===== src/rtl/serial_addsub_32bit_if.sv =====
// Handshake and operand/result bundle for the serial adder-subtractor.
// The master side issues start/operands; the slave side returns status and results.
interface serial_addsub_32bit_if;
    logic        start;
    logic        sub;
    logic [31:0] a;
    logic [31:0] b;
    logic        ci;
    logic        busy;
    logic        done;
    logic [31:0] result;
    logic        co;
    logic        ovf;

    modport master (
        output start, sub, a, b, ci,
        input  busy, done, result, co, ovf
    );

    modport slave (
        input  start, sub, a, b, ci,
        output busy, done, result, co, ovf
    );
endinterface


===== src/rtl/serial_addsub_32bit.sv =====
// Multi-cycle 32-bit adder-subtractor: one DIGIT_W-bit slice per clock, LSB slice first,
// with start/done handshake and results that only update on completion.
module serial_addsub_32bit #(
    parameter int unsigned DIGIT_W = 4
) (
    input logic                   clk,
    input logic                   reset_n,
    serial_addsub_32bit_if.slave  bus
);

    localparam int unsigned STEPS = 32 / DIGIT_W;
    localparam int unsigned CNT_W = (STEPS > 1) ? $clog2(STEPS) : 1;
    localparam logic [CNT_W-1:0] LAST = CNT_W'(STEPS - 1);

    typedef enum logic [0:0] {StIdle, StRun} state_e;

    state_e             state_q;
    logic [CNT_W-1:0]   cnt_q;
    logic [31:0]        a_q;
    logic [31:0]        b_q;
    logic [31:0]        shadow_q;
    logic               carry_q;
    logic               sub_q;
    logic               busy_q;
    logic               done_q;
    logic [31:0]        result_q;
    logic               co_q;
    logic               ovf_q;

    logic [5:0]         slice_lo;
    logic [DIGIT_W-1:0] a_slice;
    logic [DIGIT_W-1:0] b_slice;
    logic [DIGIT_W:0]   slice_sum;
    logic [31:0]        shadow_next;

    // Current slice datapath; shadow_next is the full word once the last slice lands.
    always_comb begin
        slice_lo    = 6'(cnt_q) * 6'(DIGIT_W);
        a_slice     = a_q[slice_lo +: DIGIT_W];
        b_slice     = b_q[slice_lo +: DIGIT_W];
        slice_sum   = {1'b0, a_slice} + {1'b0, b_slice} + {{DIGIT_W{1'b0}}, carry_q};
        shadow_next = shadow_q;
        shadow_next[slice_lo +: DIGIT_W] = slice_sum[DIGIT_W-1:0];
    end

    always_ff @(posedge clk) begin
        if (!reset_n) begin
            state_q  <= StIdle;
            cnt_q    <= '0;
            a_q      <= '0;
            b_q      <= '0;
            shadow_q <= '0;
            carry_q  <= 1'b0;
            sub_q    <= 1'b0;
            busy_q   <= 1'b0;
            done_q   <= 1'b0;
            result_q <= '0;
            co_q     <= 1'b0;
            ovf_q    <= 1'b0;
        end else begin
            done_q <= 1'b0;
            case (state_q)
                StIdle: begin
                    if (bus.start) begin
                        // Subtract as a + ~b + ~ci, so borrow-out is the inverted carry.
                        a_q      <= bus.a;
                        b_q      <= bus.sub ? ~bus.b : bus.b;
                        carry_q  <= bus.sub ? ~bus.ci : bus.ci;
                        sub_q    <= bus.sub;
                        cnt_q    <= '0;
                        shadow_q <= '0;
                        busy_q   <= 1'b1;
                        state_q  <= StRun;
                    end
                end
                StRun: begin
                    shadow_q <= shadow_next;
                    carry_q  <= slice_sum[DIGIT_W];
                    if (cnt_q == LAST) begin
                        result_q <= shadow_next;
                        co_q     <= sub_q ^ slice_sum[DIGIT_W];
                        ovf_q    <= (a_q[31] == b_q[31]) && (shadow_next[31] != a_q[31]);
                        busy_q   <= 1'b0;
                        done_q   <= 1'b1;
                        state_q  <= StIdle;
                    end else begin
                        cnt_q <= cnt_q + 1'b1;
                    end
                end
                default: state_q <= StIdle;
            endcase
        end
    end

    assign bus.busy   = busy_q;
    assign bus.done   = done_q;
    assign bus.result = result_q;
    assign bus.co     = co_q;
    assign bus.ovf    = ovf_q;

endmodule

===== src/flat_wrapper.sv =====
// flat-port wrapper written by rule: the top's interface ports become plain ports
module serial_addsub_32bit_flat 
#(
    parameter int unsigned DIGIT_W = 4
)
  (clk, reset_n, bus_start, bus_sub, bus_a, bus_b, bus_ci, bus_busy, bus_done, bus_result, bus_co, bus_ovf);
  serial_addsub_32bit_if bus_i ();
  input logic clk;
  input logic reset_n;
  input wire logic [$bits(bus_i.start)-1:0] bus_start;
  input wire logic [$bits(bus_i.sub)-1:0] bus_sub;
  input wire logic [$bits(bus_i.a)-1:0] bus_a;
  input wire logic [$bits(bus_i.b)-1:0] bus_b;
  input wire logic [$bits(bus_i.ci)-1:0] bus_ci;
  output wire logic [$bits(bus_i.busy)-1:0] bus_busy;
  output wire logic [$bits(bus_i.done)-1:0] bus_done;
  output wire logic [$bits(bus_i.result)-1:0] bus_result;
  output wire logic [$bits(bus_i.co)-1:0] bus_co;
  output wire logic [$bits(bus_i.ovf)-1:0] bus_ovf;
  assign bus_i.start = bus_start;
  assign bus_i.sub = bus_sub;
  assign bus_i.a = bus_a;
  assign bus_i.b = bus_b;
  assign bus_i.ci = bus_ci;
  assign bus_busy = bus_i.busy;
  assign bus_done = bus_i.done;
  assign bus_result = bus_i.result;
  assign bus_co = bus_i.co;
  assign bus_ovf = bus_i.ovf;
  serial_addsub_32bit #(.DIGIT_W(DIGIT_W)) u_core (.clk(clk), .reset_n(reset_n), .bus(bus_i));
endmodule

===== config.mk =====
export PLATFORM = sky130hd
export DESIGN_NAME = serial_addsub_32bit_flat
export DESIGN_NICKNAME = d
export VERILOG_FILES = /design/src/rtl/serial_addsub_32bit_if.sv /design/src/rtl/serial_addsub_32bit.sv /design/src/flat_wrapper.sv
export SDC_FILE = /design/constraint.sdc
export NUM_CORES = 1
export LEC_CHECK = 0
export CAP_MARGIN = 20
export CORE_MARGIN = 1.5
export CORE_UTILIZATION = 57
export CTS_CLUSTER_DIAMETER = 100
export DETAILED_ROUTE_END_ITERATION = 16
export PLACE_DENSITY = 0.85
export SYNTH_ARGS = -nofsm -noshare
export SYNTH_HDL_FRONTEND = slang
export SYNTH_SLANG_ARGS = --single-unit

===== constraint.sdc =====
create_clock -name clk -period 5.9 [get_ports clk]
set_clock_uncertainty 0.05 [all_clocks]
set_input_delay 1.18 -clock clk [delete_from_list [all_inputs] [get_ports clk]]
set_output_delay 1.18 -clock clk [all_outputs]
set_load 0.005 [all_outputs]

### Yosys cells after proc, flatten, opt, wreduce, memory -nomap -nowiden

Index checks and enable logic that the tools add are counted.

* bits in registers: 138
* input port bits: 69
* output and inout bits: 36
* word-level logic and storage cells: 53

* reductions and logical operators: 6
* multiplexer cells: 17
* equality and inequality tests: 6
* $add $sub $neg: 4
* shift-type cells: 4
* bitwise gates (word level): 4

Operators with widths (count)
* 32-bit 2-to-1 mux: 2
* 32-bit one-hot mux with 2 select lines: 1
* 32-bit by 6-bit indexed part select with 4-bit output: 2
* 32-bit bitwise mux: 1
* 32-bit inverter: 1
* 4-bit by 8-bit variable shift with 32-bit output, first input constant: 1
* 4-bit by 8-bit indexed part select with 32-bit output: 1
* 2-bit AND reduction: 5
* 5-bit negator with 8-bit output: 1
* 1-bit 2-to-1 mux: 7
* 3-bit 2-to-1 mux: 2
* 2-bit inequality test, second input constant: 3
* 1-bit one-hot mux with 2 select lines: 3
* 3-bit one-hot mux with 2 select lines: 1
* 4-bit by 4-bit adder with 5-bit output: 1
* 5-bit by 1-bit adder with 5-bit output: 1
* 3-bit by 1-bit adder with 3-bit output, second input constant: 1
* 3-bit == test, second input constant: 1
* 1-bit inverter: 2
* 1-bit == test: 1
* 1-bit logical AND: 1
* 1-bit inequality test: 1
* 1-bit bitwise XOR: 1

### Longest topological paths before layout

* depth in word-level cells: 7
* depth in mapped cells: 13
* gate-level depth less buffers: 11

### Worst setup path after synthesis

Ideal clock, no wire load.

* path kind: flip-flop to flip-flop
* start: register u_core.cnt_q[1]
* end: register u_core.result_q[25] (netlist: u_core.bus.result[25])
* period minus slack after synthesis: 3.247 ns
* required time: 5.776 ns
* data arrival time: 3.123 ns
* buffers on the path: 3
* setup time: 0.074 ns
* slack: 2.653 ns
* stages on the path, launching flop included: 13
* cell sequence: dfxtp_1 -> clkbuf_1 -> clkbuf_1 -> mux4_2 -> nand2_1 -> nand2_1 -> fa_1 -> inv_1 -> fa_1 -> clkbuf_1 -> nor3b_1 -> mux2i_1 -> o21ai_0

* cells in the longest elaborated chain, start to end: 5
* elaborated cells between the ends (all ways): 10
* those cells by class: 3 x add/sub; 1 x eq/ne; 4 x shift; 1 x mux; 1 x reduce/logical

RTL lines
* start: declaration: line serial_addsub_32bit.sv:18 `logic [CNT_W-1:0] cnt_q;`
* start signal: assignment: line serial_addsub_32bit.sv:87 `cnt_q <= cnt_q + 1'b1;`
* 32-bit by 6-bit indexed part select with 4-bit output (on tied branches): line serial_addsub_32bit.sv:39, serial_addsub_32bit.sv:40
* 4-bit by 4-bit adder with 5-bit output: line serial_addsub_32bit.sv:41 `slice_sum = {1'b0, a_slice} + {1'b0, b_slice} + {{DIGIT_W{1'b0}}, carry_q};`
* 5-bit by 1-bit adder with 5-bit output: line serial_addsub_32bit.sv:41
* 4-bit by 8-bit indexed part select with 32-bit output: line serial_addsub_32bit.sv:43 `shadow_next[slice_lo +: DIGIT_W] = slice_sum[DIGIT_W-1:0];`
* 32-bit bitwise mux: line serial_addsub_32bit.sv:43
* end signal: assignment: line serial_addsub_32bit.sv:80 `result_q <= shadow_next;`
* end: declaration: line serial_addsub_32bit.sv:26 `logic [31:0] result_q;`

Several ways; a longest one is shown, not always the timed one.
A chain may end at the register's enable or synchronous reset.

### Worst setup path in the final report

* start: register u_core.cnt_q[0]
* end: register u_core.result_q[23] (netlist: u_core.bus.result[23])

Same word-level chain as after synthesis.

==> metrics.md <==
| Metric | Value |
|---|---|
| Status | completed |
| TritonCTS Buffers | 17 |
| R2R setup slack | approximately 1.9 ns |
| Htree depth | 4 |
| Critical path fanouts, max | 18 |
| Dominant synthesized flop cell | dfxtp_1 |
| Worst Tran Pin Value | 0.918 ns |
| Maximum clock rate | 248 MHz |
| Ys async rst share | 0% |
| Final WL | 15.2 mm |
| EDFF count, synth | 0 |
| Fin Setup TNS | 0 ns |
| Clock slew at reported path FFs | ~0.060 ns |
| LEAKAGE | 2.83 nW |
| Die area | 0.0114 mm² |
| Post-route ant nets | 0 |
| R2r endpoint | u_core.bus.result[23] |
| Startpoint class of the critical path | register |
| CP endpoint kind | register |
| Hold Worst Slack | 0.400 ns |
| Initial core utilization | 59.1% |
| Antenna violations before repair | 0 |
| Vias in the first global route | 5230 |
| Max Cap Violations | 0 |
| Synth Cell Area | about 0.006 mm² |
| Peak supply drop | 147 µV |
| Crit Reg-Reg Startpoint | u_core.cnt_q[0] |
| Vias post-DR | ~5.4k |
| CP Capture Point | u_core.bus.result[23] |
| Max-slew violations | 0 |
| Mapped Cells | between 600 and 700 |
| Die X | 107 µm |
| Yosys cell types | 46 |
| Reg2reg path depth | 10 |
| Clock latency at the later pin of the worst-skew pair | 0.53 ns |
| Routed vias/inst | 5.80 |
| CP Cell Sequence | buf_4 > mux4_2 > nand2_1 > nand2_1 > ha_1 > a21oi_1 > nand2_1 > xor2_1 > nand3_1 > o31ai_1 |
| Crit path largest cell delay | 0.84 ns |
| Iteration-0 DRC Markers | 363 |
| Total grt overflow | 0 |
| Hold Crit Class | register to register |
| HPWL reported at the end of detailed placement | 10.1 mm |
| DRC errors left | 0 |
| Setup violators final | 0 |
| Cts repair resizes | 0 |
| Mean Syn Cell Area | 8.83 µm² |
| CTS hold repair buffers | 0 |
| Synth Warn # | 0 |
| Req. time, crit path | 6.27 ns |
| Synthesis-to-layout area growth | 26.3% |
| First-pass GRT wire length | ~25 mm |
| #FFs+latches synth | 138 |
| Clock sink total | 138 |
| Placed cells | 893 |
| Core area | 0.0104 mm² |
| TritonCTS clock tree | done |
| Largest net degree at the start of global routing | 99 |
| Setup repair bufs after CTS | 0 |
| Avg WL per Cell | 16.4 µm |
| GPL Wtd Cong | 0.876 |
| Ports | 105 |
| Fraction of layout cells with a size suffix above 1 | 8.75% |
| Power after layout | 2.24 mW |
| Most frequent cells in the layout | nand2_1, dfxtp_1, clkdlybuf4s50_1 |
| Final period utilization | 68.4% |
| Die height | 107 µm |
| RSZ-0062 raised after global routing | no |
| Crit path top cell by count | nand2_1 |
| PortBufs | 104 |
| P per Cell Area | about 290 mW/mm² |
| Kind of critical path | register to register |
| # rows | 37 |
| Slew margin rel. | 38.8% |
| Syn_nets | 778 |
| Period minus WS final | 4.03 ns |
| Area post-placement | 0.00722 mm² |
| Post-route cell area | 0.00777 mm² |
| Crit path max-delay cell type | dfxtp_1 |
| Inserted Diodes | 0 |
| Total GRT Usage | between 20% and 30% |
| Seq/Total Area, Yosys | between 40% and 50% |
| Fin cells | between 900 and 1k |
| Initial DRT Pass Iterations | 5 |
| Nets | 858 |
| Clk buf depth | 2 |
| Setup crit start | u_core.cnt_q[0] |
| Critical path data arrival time | 4.40 ns |
| CTS root buffer | clkbuf_8 |
| Final hold violation count | 0 |
-- synthesized netlist by cell type (3+ instances only) --
| cell | instances | area [µm²] |
|---|---|---|
| a211oi_1 | 34 | 255 |
| a21o_1 | 3 | 22.5 |
| a21oi_1 | 51 | 255 |
| a31oi_1 | 3 | 18.8 |
| a32oi_1 | 11 | 96.3 |
| and2_1 | 4 | 25.0 |
| buf_2 | 7 | 35.0 |
| clkbuf_1 | 41 | 154 |
| dfxtp_1 | 138 | 2760 |
| ha_1 | 10 | 125 |
| inv_1 | 8 | 30.0 |
| mux2i_1 | 18 | 180 |
| mux4_2 | 16 | 360 |
| nand2_1 | 138 | 518 |
| nand2b_1 | 4 | 25.0 |
| nand3_1 | 9 | 45.0 |
| nor2_1 | 62 | 233 |
| nor2b_1 | 6 | 37.5 |
| nor3_1 | 3 | 15.0 |
| nor3b_1 | 6 | 45.0 |
| o21ai_0 | 47 | 235 |
| o31ai_1 | 7 | 52.6 |
| or3b_2 | 3 | 26.3 |
| xnor2_1 | 35 | 307 |
-- logic make-up (layout without fill, tap and decap cells) --
kind of cell | Yosys count | after routing | share of synthesized area [%]
flip-flops | 138 | 138 | 44.9
multiplexers | 35 | 35 | 9.02
adder cells (fa/ha/maj) | 12 | 12 | 2.68
XOR/XNOR | 36 | 36 | 5.12
AND/OR/NAND/NOR | 245 | 245 | 17.1
AO/OA/AOI/OAI | 169 | 169 | 17.0
buffers and inverters | 62 | 154 | 4.17
-- layout make-up --
type                    instances  area (µm²)
repair buffers                113        1120
clock inverters                14         123
clock buffers                  17         414
fillers                       735        2640
flip-flops and latches        138        2760
inverters                      10        37.5
multi-input cells             497        3150
well taps                     136         170
-- power by group --
part	internal, mW	total [mW]	leakage, nW	switching (mW)
logic	0.126	0.274	1.44	0.148
clock network	0.557	0.971	0.264	0.414
registers	0.967	0.991	1.12	0.0235
-- how the worst min path moves through the flow --
stage                                      end            startpoint  cells after the start  slack (ns)
final                     u_core.bus.result[1]  u_core.bus.result[1]                      2        0.40
after global routing            u_core.a_q[24]        u_core.a_q[24]                      2        0.43
after CTS                       u_core.a_q[14]        u_core.a_q[14]                      2        0.40
after detailed placement  u_core.bus.result[1]  u_core.bus.result[1]                      2        0.39
after global placement     u_core.shadow_q[21]   u_core.shadow_q[21]                      2        0.38
after floorplan            u_core.shadow_q[14]   u_core.shadow_q[14]                      2        0.37
-- registers in the layout, indices dropped and copies added (netlist names) --
signal / flops
u_core.state_q: 1
u_core.bus.result: 32
u_core.sub_q: 1
u_core.bus.done: 1
u_core.bus.ovf: 1
u_core.a_q: 32
u_core.carry_q: 1
u_core.cnt_q: 3
u_core.bus.busy: 1
u_core.bus.co: 1
u_core.b_q: 32
u_core.shadow_q: 32
-- metrics by stage --
stage,setup slack [ns],utilization [%]
global route,1.64,74.6
global placement,2.08,69.2
detailed placement,2.01,69.3
floorplan,2.65,-
CTS,1.94,74.5
finish,1.87,74.6
-- per-layer routing --
layer	share of wire, %	routed length (µm)	vias to the layer above	GRT usage (%)
met2	49	7440	226	47.2
li1	-	-	2582	-
met1	42	6410	2510	33.3
met3	6.3	957	44	5.53
met5	0	0	-	0
met4	2.7	414	0	11.2
-- worst max-delay path, delay by kind of cell, from the launching register on --
| kind | cells | cell delay (ns) |
|---|---|---|
| muxes | 1 | 0.53 |
| and+or+nand+nor | 4 | 0.52 |
| DFF | 1 | 0.84 |
| AOI/OAI and AO/OA | 2 | 0.57 |
| xor gates and xnor gates | 1 | 0.68 |
| adders and majority gates | 1 | 0.34 |
| buffers and inverters | 1 | 0.38 |
No activity file was read; power rests on OpenSTA's default activity.
